`src/rtl/note_hit_judge.sv`:
```
// Note hit judge: per-lane timed hit windows, strum/fret judging, score, combo and multiplier.
// Strum edge is judged 2 clocks after the input is sampled, and all outputs are registered; there is no backpressure.
module note_hit_judge #(
    parameter int WINDOW_CYCLES  = 12500000,
    parameter int HIT_POINTS     = 10,
    parameter int COMBO_PER_MULT = 10,
    parameter int MAX_MULT       = 4,
    parameter int SCORE_W        = 16
) (
    input  logic               clk,
    input  logic               resetn,
    input  logic [4:0]         i_notes_due,
    input  logic [4:0]         i_frets,
    input  logic               i_strum,
    output logic [4:0]         o_lane_active,
    output logic               o_hit,
    output logic [4:0]         o_hit_lanes,
    output logic               o_miss,
    output logic [SCORE_W-1:0] o_score,
    output logic [7:0]         o_combo,
    output logic [2:0]         o_mult
);

    localparam logic [23:0]        WIN       = 24'(WINDOW_CYCLES);
    localparam int                 STEP_W    = $clog2(COMBO_PER_MULT + 1);
    localparam logic [STEP_W-1:0]  STEP_TOP  = STEP_W'(COMBO_PER_MULT);
    localparam logic [2:0]         MULT_TOP  = 3'(MAX_MULT);
    localparam int                 SUM_W     = SCORE_W + 33;
    localparam logic [SUM_W-1:0]   SCORE_MAX = (SUM_W'(1) << SCORE_W) - SUM_W'(1);

    logic [4:0]         r_fret_s1;
    logic [4:0]         r_fret_s2;
    logic               r_strum_s1;
    logic               r_strum_s2;
    logic               r_strum_d;
    logic [4:0]         r_notes_prev;
    logic [4:0]         r_act;
    logic [23:0]        r_cnt [5];
    logic               r_hit;
    logic [4:0]         r_hit_lanes;
    logic               r_miss;
    logic [SCORE_W-1:0] r_score;
    logic [7:0]         r_combo;
    logic [2:0]         r_mult;
    logic [STEP_W-1:0]  r_step;

    logic [4:0]         w_note_edge;
    logic               w_strum_edge;
    logic               w_hit;
    logic               w_miss;
    logic [4:0]         w_clear;
    logic [4:0]         w_expire;
    logic [4:0]         w_act_next;
    logic [2:0]         w_popcnt;
    logic [31:0]        w_add;
    logic [SUM_W-1:0]   w_sum;
    logic [STEP_W-1:0]  w_step_inc;

    // Frets only need a stable level at judge time, so they skip the edge-detect delay.
    always_ff @(posedge clk or negedge resetn) begin
        if (!resetn) begin
            r_fret_s1    <= '0;
            r_fret_s2    <= '0;
            r_strum_s1   <= 1'b0;
            r_strum_s2   <= 1'b0;
            r_strum_d    <= 1'b0;
            r_notes_prev <= '0;
        end else begin
            r_fret_s1    <= i_frets;
            r_fret_s2    <= r_fret_s1;
            r_strum_s1   <= i_strum;
            r_strum_s2   <= r_strum_s1;
            r_strum_d    <= r_strum_s2;
            r_notes_prev <= i_notes_due;
        end
    end

    assign w_note_edge  = i_notes_due & ~r_notes_prev;
    assign w_strum_edge = r_strum_s2 & ~r_strum_d;
    assign w_hit        = w_strum_edge && (r_act != 5'd0) && (r_fret_s2 == r_act);
    assign w_clear      = w_hit ? r_act : 5'd0;

    // A lane re-armed by a new note this cycle is not an expiry.
    always_comb begin
        w_expire = '0;
        for (int k = 0; k < 5; k++) begin
            w_expire[k] = r_act[k] && (r_cnt[k] == 24'd1) && !w_clear[k] && !w_note_edge[k];
        end
    end

    assign w_act_next = w_note_edge | (r_act & ~w_clear & ~w_expire);
    assign w_miss     = (w_strum_edge && !w_hit) || (w_expire != 5'd0);

    always_comb begin
        w_popcnt = '0;
        for (int k = 0; k < 5; k++) begin
            w_popcnt = w_popcnt + {2'b00, r_act[k]};
        end
    end

    assign w_add      = 32'(HIT_POINTS) * {29'd0, w_popcnt} * {29'd0, r_mult};
    assign w_sum      = SUM_W'(r_score) + SUM_W'(w_add);
    assign w_step_inc = r_step + STEP_W'(1);

    always_ff @(posedge clk or negedge resetn) begin
        if (!resetn) begin
            r_act <= '0;
            for (int k = 0; k < 5; k++) begin
                r_cnt[k] <= '0;
            end
        end else begin
            r_act <= w_act_next;
            for (int k = 0; k < 5; k++) begin
                if (w_note_edge[k]) begin
                    r_cnt[k] <= WIN;
                end else if (r_act[k]) begin
                    r_cnt[k] <= r_cnt[k] - 24'd1;
                end
            end
        end
    end

    // Score uses the multiplier held before this cycle's update.
    always_ff @(posedge clk or negedge resetn) begin
        if (!resetn) begin
            r_hit       <= 1'b0;
            r_hit_lanes <= '0;
            r_miss      <= 1'b0;
            r_score     <= '0;
            r_combo     <= '0;
            r_mult      <= 3'd1;
            r_step      <= '0;
        end else begin
            r_hit       <= w_hit;
            r_hit_lanes <= w_clear;
            r_miss      <= w_miss;
            if (w_hit) begin
                r_score <= (w_sum > SCORE_MAX) ? {SCORE_W{1'b1}} : w_sum[SCORE_W-1:0];
                r_combo <= (r_combo == 8'hFF) ? r_combo : r_combo + 8'd1;
                if (w_step_inc == STEP_TOP) begin
                    r_step <= '0;
                    r_mult <= (r_mult == MULT_TOP) ? r_mult : r_mult + 3'd1;
                end else begin
                    r_step <= w_step_inc;
                end
            end else if (w_miss) begin
                r_combo <= '0;
                r_mult  <= 3'd1;
                r_step  <= '0;
            end
        end
    end

    assign o_lane_active = r_act;
    assign o_hit         = r_hit;
    assign o_hit_lanes   = r_hit_lanes;
    assign o_miss        = r_miss;
    assign o_score       = r_score;
    assign o_combo       = r_combo;
    assign o_mult        = r_mult;

endmodule

```
`config.mk`:
```
export PLATFORM = sky130hd
export DESIGN_NAME = note_hit_judge
export DESIGN_NICKNAME = d
export VERILOG_FILES = /design/src/rtl/note_hit_judge.sv
export SDC_FILE = /design/constraint.sdc
export NUM_CORES = 1
export LEC_CHECK = 0
export BUFFER_PORTS_ARGS = -buffer_cell sky130_fd_sc_hd__buf_2
export CORE_MARGIN = 4
export CORE_UTILIZATION = 25
export CTS_CLUSTER_SIZE = 25
export DETAILED_ROUTE_END_ITERATION = 6
export GPL_TIMING_DRIVEN = 0
export PLACE_DENSITY = 0.4
export SYNTH_ARGS = -nofsm -noshare
export SYNTH_HDL_FRONTEND = slang
export SYNTH_SLANG_ARGS = --single-unit
```
`constraint.sdc`:
```
create_clock -name clk -period 13.3 [get_ports clk]
set_input_delay 2.66 -clock clk [delete_from_list [all_inputs] [get_ports clk]]
set_output_delay 2.66 -clock clk [all_outputs]
set_load 0.01 [all_outputs]
```
---- Word level (Yosys, flattened, before mapping) ----
Cells that the tools add are included.
word-level totals
  bits in registers ....................... 181
  output and inout bits ................... 39
  word-level logic and storage cells ...... 118
operators by class
  muxes and demuxes ....................... 22
  $mul .................................... 2
  bitwise logic cells ..................... 9
  reduce and logical (&&, ||, !) cells .... 40
  order comparisons ....................... 1
  add/sub/neg operators ................... 13
  eq/ne operators ......................... 12
operator list
  operator               count
  $mux 24                10
  $eq 24x1->1 const B    5
  $sub 24x1->24 const B  5
  $mux 8                 3
  $logic_and 1x1->1      18
  $add 16x10->17         1
  $gt 17x16->1 const B   1
  $mux 16                1
  $and 5x5->5            3
  $not 5->5              3
  $mux 3                 4
  $mux 4                 3
  $reduce_bool 2->1      6
  $logic_not 1->1        11
  $reduce_bool 5->1      2
  $mul 6x3->9            1
  $add 8x1->8 const B    1
  $eq 8x8->1 const B     1
  $add 3x1->3            2
  $mul 3x3->6 const A    1
  $eq 5x5->1             1
  $mux 5                 1
  $or 5x5->5             1
  $add 4x1->4 const B    1
  12 further kinds       13

---- Longest topological paths before layout ----
Gate-level depths: netlist of the first run.
  depth after elaboration ................. 12
  depth in mapped cells ................... 24
  depth with buffers taken out ............ 23

---- Worst setup path after synthesis of the first run ----
Ideal clock, no wire load.
  path kind ............................... reg-to-reg
  start point ............................. register r_act[0], in the netlist o_lane_active[0]
  end point ............................... register r_score[13], in the netlist o_score[13]
  arrival time ............................ 5,219 ps
  stages on the path, launching flop included .. 24
  path slack .............................. 7,960 ps
  required time ........................... 13,178 ps
  path through ............................ dfrtp_1 clkbuf_1 inv_1 fa_1 fa_1 inv_1 ha_1 ha_1 nand2_1 fa_1 inv_1 ha_1 a21o_1 a21oi_1 o21bai_1 a21oi_1 xnor2_1 ha_1 nand2_1 o31ai_1 a221oi_1 nor4b_1 xnor2_1 nand2_1
between the ends
  cells in the longest elaborated chain, start to end .. 9
  elaborated cells between the ends (all ways) .. 13
  classes of those cells .................. add/sub: 5; mul: 2; order compare: 1; eq/ne: 1; mux: 1; reduce/logical: 3
RTL lines
  what                       RTL line  source
  start: declaration         37        logic [4:0] r_act;
  start signal: assignment   112       r_act <= w_act_next;
  $add 1x1->2                97        w_popcnt = w_popcnt + {2'b00, r_act[k]};
  $add 2x1->3                97
  $add 3x1->3 (2 in series)  97
  $mul 3x3->6                101       assign w_add = 32'(HIT_POINTS) * {29'd0, w_popcnt} * {29'd0, r_mult};
  $mul 6x3->9                101
  $add 16x10->17             102       assign w_sum = SUM_W'(r_score) + SUM_W'(w_add);
  $gt 17x16->1               138       r_score <= (w_sum > SCORE_MAX) ? {SCORE_W{1'b1}} : w_sum[SCORE_W-1:0];
  $mux 16                    138
  end signal: assignment     138
  end: declaration           42        logic [SCORE_W-1:0] r_score;
Several ways; a longest one is shown, not always the timed one.
A chain may end at the register's enable or synchronous reset.

---- Worst setup path after layout of the first run ----
Same ends and word-level chain as after synthesis.

==> impl_metrics.yaml, run 1 <==
sta:
  fin_tns_setup_ns: 0
  min_period_ns: 6.15
  clock_skew_ns: 0.0153
  fmax_ghz: 0.162
  slew_headroom_pct: 34.4
  finalHoldViolCount: 0
  fin_crit_sh_pct: 46.3
  setup-violations-final: 0
  slew_violations: 0
  fin_hold_ws_ns: 0.352
  max_slew.worst_pin.slew_ns: 0.970
  rsz0062_at_grt: "no"
clocking:
  cts_buffers: 17
  clkSlewWorstSetupHoldPaths_ns: 0.06
  cts_htree_levels: 4
  postCtsSetupRepairBufs: 0
  cts.sinks: 181
  tritoncts: "yes"
  cts.repair.resized: 0
  cts_buffer_depth: 2
  cts_root_buf: "clkbuf_16"
  clk_latency_ns: 0.44
  holdBufCountCts: 0
synth:
  synth_edf_count: 0
  synth_nets: 1000
  synth_top_family_by_area: "simple AND/OR/NAND/NOR gates"
  synth-simple-area-share_pct: 22.3
  synthMuxAreaShare_pct: 0.216
  syn_inst: 940
  async_flop_share_pct: 100
  synth_flop_cell: "dfrtp_1"
  synth-adder-area-share_pct: 7.01
  ys_warn_count: 0
  ys_ff_latch: 181
  synth_compound_area_share_pct: 7.89
  synthXorXnorAreaFrac_pct: 10.8
  syn-cell-area_mm2: 0.00925
  syn_area_per_cell_um2: 9.84
  ys_types: 56
  ys_seq_area_share_pct: 49.0
floorplan:
  std_cell_rows: 70
  core-area_mm2: 0.0365
  io_pins: 52
  dieArea_mm2: 0.0401
  die_y_um: 200
  start_util_pct: 25.3
  die_w_um: 200
pwr:
  ir_drop_v: 0.0000965
  p_leak_nw: 4.30
  power_density_mw_per_mm2: 147
place:
  dp_hpwl_um: 15600
  globalplace.congestion: 0.745
  io_buffers: 51
  dpl_cell_area_mm2: 0.0101
detailed_routing:
  drc: 0
  drt-wirelength-per-cell_um: 14.8
  routed_wl_um: 22100
  ant_nets: 0
  vias: 6708
  drt_iter0_markers: 364
  via_per_inst: 4.50
  dr.pass1.iters: 4
run_status:
  status: "finished, final reports clean"
layout:
  area_delta_synth_final_pct: 16.3
  layout-drive-gt1-share_pct: 9.58
  nets: 1071
  antenna_cells: 0
  stdcell_area_mm2: 0.0108
  fill_cells: 3809
worst_hold_path:
  min_to: "r_fret_s2[4]"
  min_from: "r_fret_s1[4]"
  hold_path_depth: 0
  holdCritPathClass: "reg -> reg"
setup_path:
  reg2reg_to: "o_score[13]"
  path_class: "reg -> reg"
  crit_fanout: 10
  reg2reg_slack_ns: 7.15
  cp_slowest_stage_delay_ns: 0.58
  ff2ff_path_depth: 23
  crit_buf_inv: 4
  end_kind: "flip-flop"
  crit_top_cell: "ha_1"
  critPathSlowestCell: "fa_1"
  worstPathArrival_ns: 6.47
  cp.required_ns: 13.62
  start_kind: "flip-flop"
  crit_chain: "clkbuf_1 > inv_1 > fa_1 > fa_1 > inv_1 > ha_1 > ha_1 > nand2_1 > fa_1 > inv_1 > ha_1 > a21o_1 > a21oi_1 > o21bai_1 > a21oi_1 > xnor2_1 > ha_1 > a21oi_1 > o31ai_1 > a221oi_1 > nor4b_1 > xnor2_1 > nand2_1"
  cp_top_family: "adder cells"
  worstReg2RegStart: "o_lane_active[0]"
flow_run:
  maxCapViolations: 0
global_route:
  grt_antenna_before_repair: 0
  grt.overflow.total: 0
  grtUsageTotal_pct: 11.4
  grt_pass1_wl_um: 37300
  first_global_vias: 6862
  grt_max_degree: 108
## Yosys cell counts (all sizes together) (2+ instances only)
library cell / count / share of area [%]
and2: 3 / 0.20
fa: 8 / 1.7
o21a: 4 / 0.32
nand3: 22 / 1.2
or4: 19 / 1.6
nand2: 101 / 4.1
o211ai: 4 / 0.32
nor4b: 6 / 0.57
nand2b: 15 / 1.0
nor4: 31 / 2.1
a211oi: 7 / 0.57
a21o: 5 / 0.41
o31ai: 6 / 0.49
a221oi: 3 / 0.28
nor3: 40 / 2.2
and4: 2 / 0.19
or2: 4 / 0.27
inv: 41 / 1.7
o22ai: 3 / 0.20
mux2i: 2 / 0.22
a31oi: 2 / 0.14
a211o: 2 / 0.19
o21ai: 28 / 1.5
nand4b: 2 / 0.19
nor3b: 4 / 0.32
a31o: 2 / 0.19
xor2: 38 / 3.6
and3: 11 / 0.74
buf: 5 / 0.24
a22oi: 3 / 0.24
nand4: 12 / 0.88
nor2: 102 / 4.1
xnor2: 76 / 7.2
dfrtp: 180 / 49
clkbuf: 21 / 0.85
or4b: 2 / 0.22
nor2b: 7 / 0.47
nand3b: 3 / 0.24
a21oi: 43 / 2.3
or3: 23 / 1.7
ha: 39 / 5.3
## kinds of logic after synthesis
kind of cell               after synthesis
AOI/OAI and AO/OA                      119
xor gates and xnor gates               114
adders and majority gates               47
buffers and inverters                   67
DFF                                    181
muxes                                    2
and+or+nand+nor                        410
## how the worst max path moves through the flow
| stage | endpoint | slack (ns) | start | depth (start not counted) |
|---|---|---|---|---|
| final | o_score[13] | 7.15 | o_lane_active[0] | 23 |
| after global routing | o_score[13] | 6.64 | o_lane_active[0] | 23 |
| after CTS | o_score[13] | 7.08 | o_lane_active[0] | 23 |
| after detailed placement | o_score[13] | 7.10 | o_lane_active[0] | 23 |
| after global placement | o_score[11] | 6.09 | resetn | 1 |
| after floorplan | o_score[13] | 7.96 | o_lane_active[0] | 23 |
## placed cells by master, fill, tap and decap left out, types with 4 or more instances in the layout
cell,netlist,layout
xor2_1,38,38
or2_2,4,4
fa_1,8,8
ha_1,39,39
nor2_1,102,102
a21oi_1,43,43
xnor2_1,76,76
and3_1,11,11
nand3_1,22,22
a211oi_1,7,7
nand2b_1,15,15
o21ai_0,28,28
clkbuf_16,0,17
nor3b_1,4,4
a21o_1,5,5
o31ai_1,6,6
nor3_1,40,40
nand2_1,101,101
or4_1,18,18
o21a_1,4,4
o211ai_1,4,4
buf_2,3,53
dfrtp_1,180,180
nor2b_1,7,7
inv_1,41,41
bufinv_16,0,4
or3_1,19,19
nand4_1,11,11
nor4_1,31,31
nor4b_1,6,6
clkbuf_1,21,24
## state kept, by name, indices dropped and copies added (netlist names), 3 cells and up
name           cells
o_score           16
o_hit_lanes        5
r_cnt            120
r_fret_s1          5
o_lane_active      5
o_combo            8
r_notes_prev       5
r_fret_s2          5
o_mult             3
r_step             4
## per-stage QoR
step / worst slack, ns / power (mW) / util (%) / cells
after floorplan: 7.96 / 0.948 / - / 940
after global placement: 6.09 / 1.04 / 27.6 / 1459
after detailed placement: 7.10 / 1.05 / 27.7 / 1460
after CTS: 7.08 / 1.61 / 29.4 / 1491
after global routing: 6.64 / 1.69 / 29.4 / 1491
final: 7.15 / 1.58 / 29.4 / 1491
## final cells by class
type | instances | area [um2] | area share (%)
sequential | 181 | 4530 | 42.1
multi-input combinational | 692 | 4460 | 41.5
tap | 468 | 586 | 5.45
clock buffer | 23 | 478 | 4.44
timing repair buffer | 52 | 293 | 2.72
inverter | 41 | 154 | 1.43
clock inverter | 8 | 148 | 1.37
buffer | 26 | 101 | 0.943
## routing by layer
layer	routed length [um]	part of all wire (%)	global-route usage [%]
met5	0	0	0
met3	457	2.1	2.07
met1	11200	51	15.6
met2	10200	46	18.4
met4	300	1.4	3.39
## power breakdown
part           internal, mW  total (mW)  leakage, nW  switching, mW
Clock                 0.329       0.549        0.295          0.220
Combinational         0.140       0.322         1.91          0.182
Sequential            0.630       0.711         2.10         0.0808
Power figures use the tool's default switching activity.
==> run 2, diff against run 1 <==
- PLACE_DENSITY: 0.4 -> 0.42
- clock period: 13.3 -> 5.35 ns (I/O delays scaled with it)
==> run 2 against run 1 <==
  * Sequential share of layout area fell by 1.1 points
  * Fmax rose by 21%
  * Non-clock buffer count rose by 13
  * Largest cell class is now multi-input combinational cells
  * Highest routed layer unchanged
  * Power rose by 150%
  * Final cell count rose by 0.94%
  * Wire length barely moved
  * Combinational power rose to 2.6 times the previous value
  * Die area did not move
  * Clock power rose by 140%
  * First-iteration DRC count fell by 20%
  * Utilization rose by 0.77 points
  * Sequential power rose by 150%
==> impl_metrics.yaml, run 2 (synthesis results as in run 1) <==
run_status:
  status: "finished, final reports clean"
global_route:
  grt_antenna_before_repair: 0
  first_global_vias: 6921
  grtUsageTotal_pct: 11.3
  grt.overflow.total: 0
  grt_pass1_wl_um: 37200
  grt_max_degree: 106
layout:
  layout-drive-gt1-share_pct: 13.8
  area_delta_synth_final_pct: 19.3
  antenna_cells: 0
  largest_reg_flops: 120
  postLayoutCoreUtil_pct: 30.2
  top_register: "r_cnt"
  nets: 1084
  final_common_cell: "dfrtp_1"
  final_cell_mix: "178 x dfrtp_1, 100 x nand2_1, 100 x nor2_1"
  finalNonFillerCells: 1505
floorplan:
  die_y_um: 200
  dieArea_mm2: 0.0401
  die_w_um: 200
  io_pins: 52
  core-area_mm2: 0.0365
  std_cell_rows: 70
  start_util_pct: 25.3
worst_hold_path:
  hold_path_depth: 0
  min_from: "r_fret_s1[0]"
  min_to: "r_fret_s2[0]"
  holdCritPathClass: "reg -> reg"
clocking:
  cts_buffer_depth: 2
  tritoncts: "yes"
  cts.sinks: 181
  clkSlewWorstSetupHoldPaths_ns: 0.07
  cts_htree_levels: 4
  clk_latency_ns: 0.44
  cts_buffers: 17
  cts_root_buf: "clkbuf_16"
sta:
  finalHoldViolCount: 0
  slew_violations: 0
  clock_skew_ns: 0.0146
  rsz0062_at_grt: "yes"
  fin_crit_sh_pct: 95.4
  min_period_ns: 5.11
  slew_headroom_pct: 38.7
  setup-violations-final: 0
  max_slew.worst_pin.slew_ns: 0.912
  fmax_ghz: 0.196
  fin_hold_ws_ns: 0.350
setup_path:
  worstReg2RegStart: "o_lane_active[0]"
  reg2reg_slack_ns: 0.24
  cp_slowest_stage_delay_ns: 0.56
  crit_top_cell: "ha_4"
  path_class: "reg -> reg"
  crit_fanout: 4
  start_kind: "flip-flop"
  critPathSlowestCell: "fa_2"
  ff2ff_path_depth: 23
  cp_top_family: "adder cells"
  cp.required_ns: 5.67
  end_kind: "flip-flop"
  worstPathArrival_ns: 5.42
  crit_buf_inv: 4
  reg2reg_to: "o_score[11]"
  crit_chain: "buf_8 > inv_6 > fa_1 > fa_2 > inv_2 > ha_4 > ha_4 > nand2_2 > fa_1 > inv_2 > ha_4 > a21o_1 > a21oi_2 > o21bai_1 > a21oi_1 > xnor2_1 > ha_2 > a21oi_4 > o31ai_4 > a221oi_4 > nor3b_2 > xnor2_1 > nand2_1"
detailed_routing:
  ant_nets: 0
  vias: 6829
  routed_wl_um: 22100
  drt_iter0_markers: 292
  via_per_inst: 4.54
  dr.pass1.iters: 4
  drc: 0
  drt-wirelength-per-cell_um: 14.7
pwr:
  power_density_mw_per_mm2: 356
  p_sw_share_pct: 31.6
  switching_power_mw: 1.24
  power_frac_clock_pct: 33.9
  pwr-share-comb_pct: 21.0
  seq_power_share_pct: 45.0
  p_int_mw: 2.69
  ir_drop_v: 0.000216
  p_leak_nw: 4.36
place:
  dp.cells: 1460
  io_buffers: 51
  dp_hpwl_um: 15300
  globalplace.congestion: 0.743
flow_run:
  maxCapViolations: 0
## run 2: cell types whose count changed in the layout (fill, tap and decap cells not counted), moves of 3 or more
cell      delta
a21oi_1      -3
buf_4       +15
clkbuf_1     -5
ha_1         -8
ha_4         +6
inv_1        -5
inv_6        +6
## run 2: metal layers
| layer | wire, um | share of wire (%) | GRT usage (%) | vias to the layer above |
|---|---|---|---|---|
| met5 | 0 | 0 | 0 | - |
| met4 | 348 | 1.6 | 3.69 | 0 |
| met3 | 489 | 2.2 | 1.98 | 16 |
| met2 | 10200 | 46 | 18.0 | 75 |
| met1 | 11000 | 50 | 15.7 | 3309 |
| li1 | - | - | - | 3429 |
## run 2: worst max path at each step
stage / slack (ns) / cells after the start / end / startpoint
floorplan: 0.01 / 23 / o_score[13] / o_lane_active[0]
CTS: -0.007 / 22 / o_score[9] / o_lane_active[0]
global route: -0.07 / 22 / o_score[11] / o_lane_active[1]
global placement: -0.88 / 22 / o_score[9] / o_lane_active[0]
detailed placement: -0.84 / 22 / o_score[9] / o_lane_active[0]
finish: 0.24 / 23 / o_score[11] / o_lane_active[0]
## run 2: cell type report
class	count	area [um2]
Fill cell	3784	25500
Multi-Input combinational cell	692	4620
Sequential cell	181	4530
Tap cell	468	586
Clock buffer	19	443
Timing Repair Buffer	67	405
Clock inverter	13	170
Inverter	41	168
Buffer	24	111
## run 2: power groups by stage
stage          registers (mW)  clock network [mW]  logic (mW)
5_1_grt                  1.80                1.44       0.962
6_report                 1.77                1.33       0.826
2_1_floorplan            1.76                   0       0.598
3_5_place_dp             1.79                   0       0.808
3_3_place_gp             1.79                   0       0.799
4_1_cts                  1.77                1.39       0.829
## run 2: metrics by stage
stage	TNS [ns]	power, mW	setup slack, ns	area [um2]
final	0	3.93	0.244	11000
after global routing	-0.115	4.21	-0.0744	11000
after CTS	-0.00740	3.99	-0.00740	10900
after detailed placement	-11.15	2.60	-0.839	10100
after global placement	-42.98	2.59	-0.875	10100
after floorplan	0	2.36	0.00963	9250
## run 2: timing repair
| action | CTS | global route |
|---|---|---|
| buffers inserted | 8 | 7 |
| gates resized for setup | 24 | 20 |
| pin swaps | 11 | 17 |
| hold buffers | 0 | 0 |
| setup endpoints to repair | 16 | 16 |
==> run 3, diff against run 2 <==
- CORE_ASPECT_RATIO: not set -> 0.6
- PLACE_DENSITY: 0.42 -> 0.4
- clock period: 5.35 -> 4.9 ns (I/O delays scaled with it)
==> run 3 against run 2 <==
  * The run now ends with negative setup slack left
  * Clock skew fell by 0.0033 ns
  * Clock power grew 15%
  * Critical path depth is 1 lower
  * Highest routed layer unchanged
==> impl_metrics.yaml, run 3 (synthesis results as in run 1) <==
clocking:
  cts_buffers: 17
  cts.sinks: 181
  tritoncts: "yes"
  clk_latency_ns: 0.45
  clkSlewWorstSetupHoldPaths_ns: 0.07
  cts_htree_levels: 4
  cts_root_buf: "clkbuf_16"
  cts_buffer_depth: 2
  holdBufCountCts: 0
detailed_routing:
  dr.pass1.iters: 5
  drc: 0
  via_per_inst: 4.50
  vias: 6832
  ant_nets: 0
  routed_wl_um: 23300
  drt_iter0_markers: 373
  drt-wirelength-per-cell_um: 15.3
place:
  dp_hpwl_um: 16400
  pre_cts_slack_ns: -0.691
  dp.cells: 1468
  dpl_cell_area_mm2: 0.0102
  globalplace.congestion: 0.736
  io_buffers: 51
setup_path:
  end_kind: "flip-flop"
  worstPathArrival_ns: 5.44
  crit_fanout: 4
  start_kind: "flip-flop"
  path_class: "reg -> reg"
  cp.required_ns: 5.27
sta:
  fmax_ghz: 0.197
  clock_skew_ns: 0.0113
  fin_tns_setup_ns: -0.999
  setup-violations-final: 8
  slew_violations: 0
  fin_hold_ws_ns: 0.350
  fin_crit_sh_pct: 104
  setup_ws_ns: -0.172
  max_slew.worst_pin.slew_ns: 0.838
  min_period_ns: 5.07
  rsz0062_at_grt: "yes"
  finalHoldViolCount: 0
  slew_headroom_pct: 43.6
floorplan:
  die_y_um: 157
  die_w_um: 256
  dieArea_mm2: 0.0402
  start_util_pct: 25.4
  std_cell_rows: 54
  core-area_mm2: 0.0364
  io_pins: 52
layout:
  final_cell_mix: "177 x dfrtp_1, 100 x nor2_1, 99 x nand2_1"
  largest_reg_flops: 120
  final_common_cell: "dfrtp_1"
  top_register: "r_cnt"
  finalNonFillerCells: 1517
  nets: 1088
  postLayoutCoreUtil_pct: 31.0
  area_delta_synth_final_pct: 22.1
  antenna_cells: 0
  stdcell_area_mm2: 0.0113
  layout-drive-gt1-share_pct: 16.1
pwr:
  p_int_mw: 3.04
  switching_power_mw: 1.39
  finalPower_mw: 4.42
  p_leak_nw: 4.44
  ir_drop_v: 0.000220
  pwr-share-comb_pct: 21.6
  seq_power_share_pct: 43.9
  p_sw_share_pct: 31.4
  power_density_mw_per_mm2: 392
  power_frac_clock_pct: 34.5
global_route:
  grt_max_degree: 109
  first_global_vias: 6765
  grt.overflow.total: 0
  grt_pass1_wl_um: 38600
  grtUsageTotal_pct: 12.1
  grt_antenna_before_repair: 0
run_status:
  status: "finished with violations"
  violations: "negative setup slack"
worst_hold_path:
  holdCritPathClass: "reg -> reg"
flow_run:
  maxCapViolations: 0
[run 3: cell count changes in the layout (fill, tap and decap cells not counted), sizes merged]
cell    previous run  this run
clkbuf            37        40
inv               44        43
clkinv             3         0
buf               73        77
bufinv             3         4
[run 3: per-layer routing]
layer	up-vias	share of wire, %	global-route usage [%]
met3	19	2.9	2.78
met5	-	0	0
met4	0	1.1	3.08
met1	3282	57	19.0
met2	89	39	16.4
li1	3442	-	-
[run 3: final timing paths]
| kind | from | to | slack [ns] | depth (start not counted) |
|---|---|---|---|---|
| max | o_lane_active[1] | o_score[15] | -0.17 | 22 |
| min | r_strum_s1 | r_strum_s2 | 0.35 | 0 |
| max reg2reg | o_lane_active[1] | o_score[15] | -0.17 | 22 |
| min reg2reg | r_strum_s1 | r_strum_s2 | 0.35 | 0 |
| max in group asynchronous | resetn | o_lane_active[1] | 3.34 | 2 |
| min in group asynchronous | resetn | o_score[6] | 0.52 | 1 |
[run 3: worst max-delay path, cell delays in order (launching register included)]
cell and delay (ns):
dfrtp_2 0.46, inv_8 0.07, fa_1 0.42, fa_1 0.55, inv_2 0.07, ha_4 0.16
ha_4 0.27, nand2_2 0.05, fa_1 0.51, inv_2 0.06, ha_4 0.21, a21o_1 0.17
a21oi_2 0.17, o21bai_1 0.08, a21oi_1 0.16, xnor2_1 0.20, ha_1 0.35, buf_6 0.15
and3_4 0.17, a221oi_4 0.37, nand4b_1 0.20, nor3_2 0.05, a21oi_1 0.12
[run 3: final cells by class]
type,count,area [um2]
Fill cell,3738,25100
Multi-Input combinational cell,692,4800
Sequential cell,181,4530
Tap cell,476,596
Clock buffer,22,474
Timing Repair Buffer,73,462
Inverter,41,169
Clock inverter,10,168
Buffer,22,85.1
[run 3: timing repair]
item	4_1_cts	5_1_grt
gates resized for setup	41	7
setup buffers	18	4
pin swaps	31	14
setup endpoints to repair	16	16
[run 3: power by group through the flow]
stage	sequential, mW	combinational [mW]	clock [mW]
finish	1.94	0.956	1.53
CTS	1.94	0.955	1.58
floorplan	1.92	0.662	0
global route	1.99	1.10	1.64
detailed placement	1.96	0.900	0
global placement	1.96	0.894	0
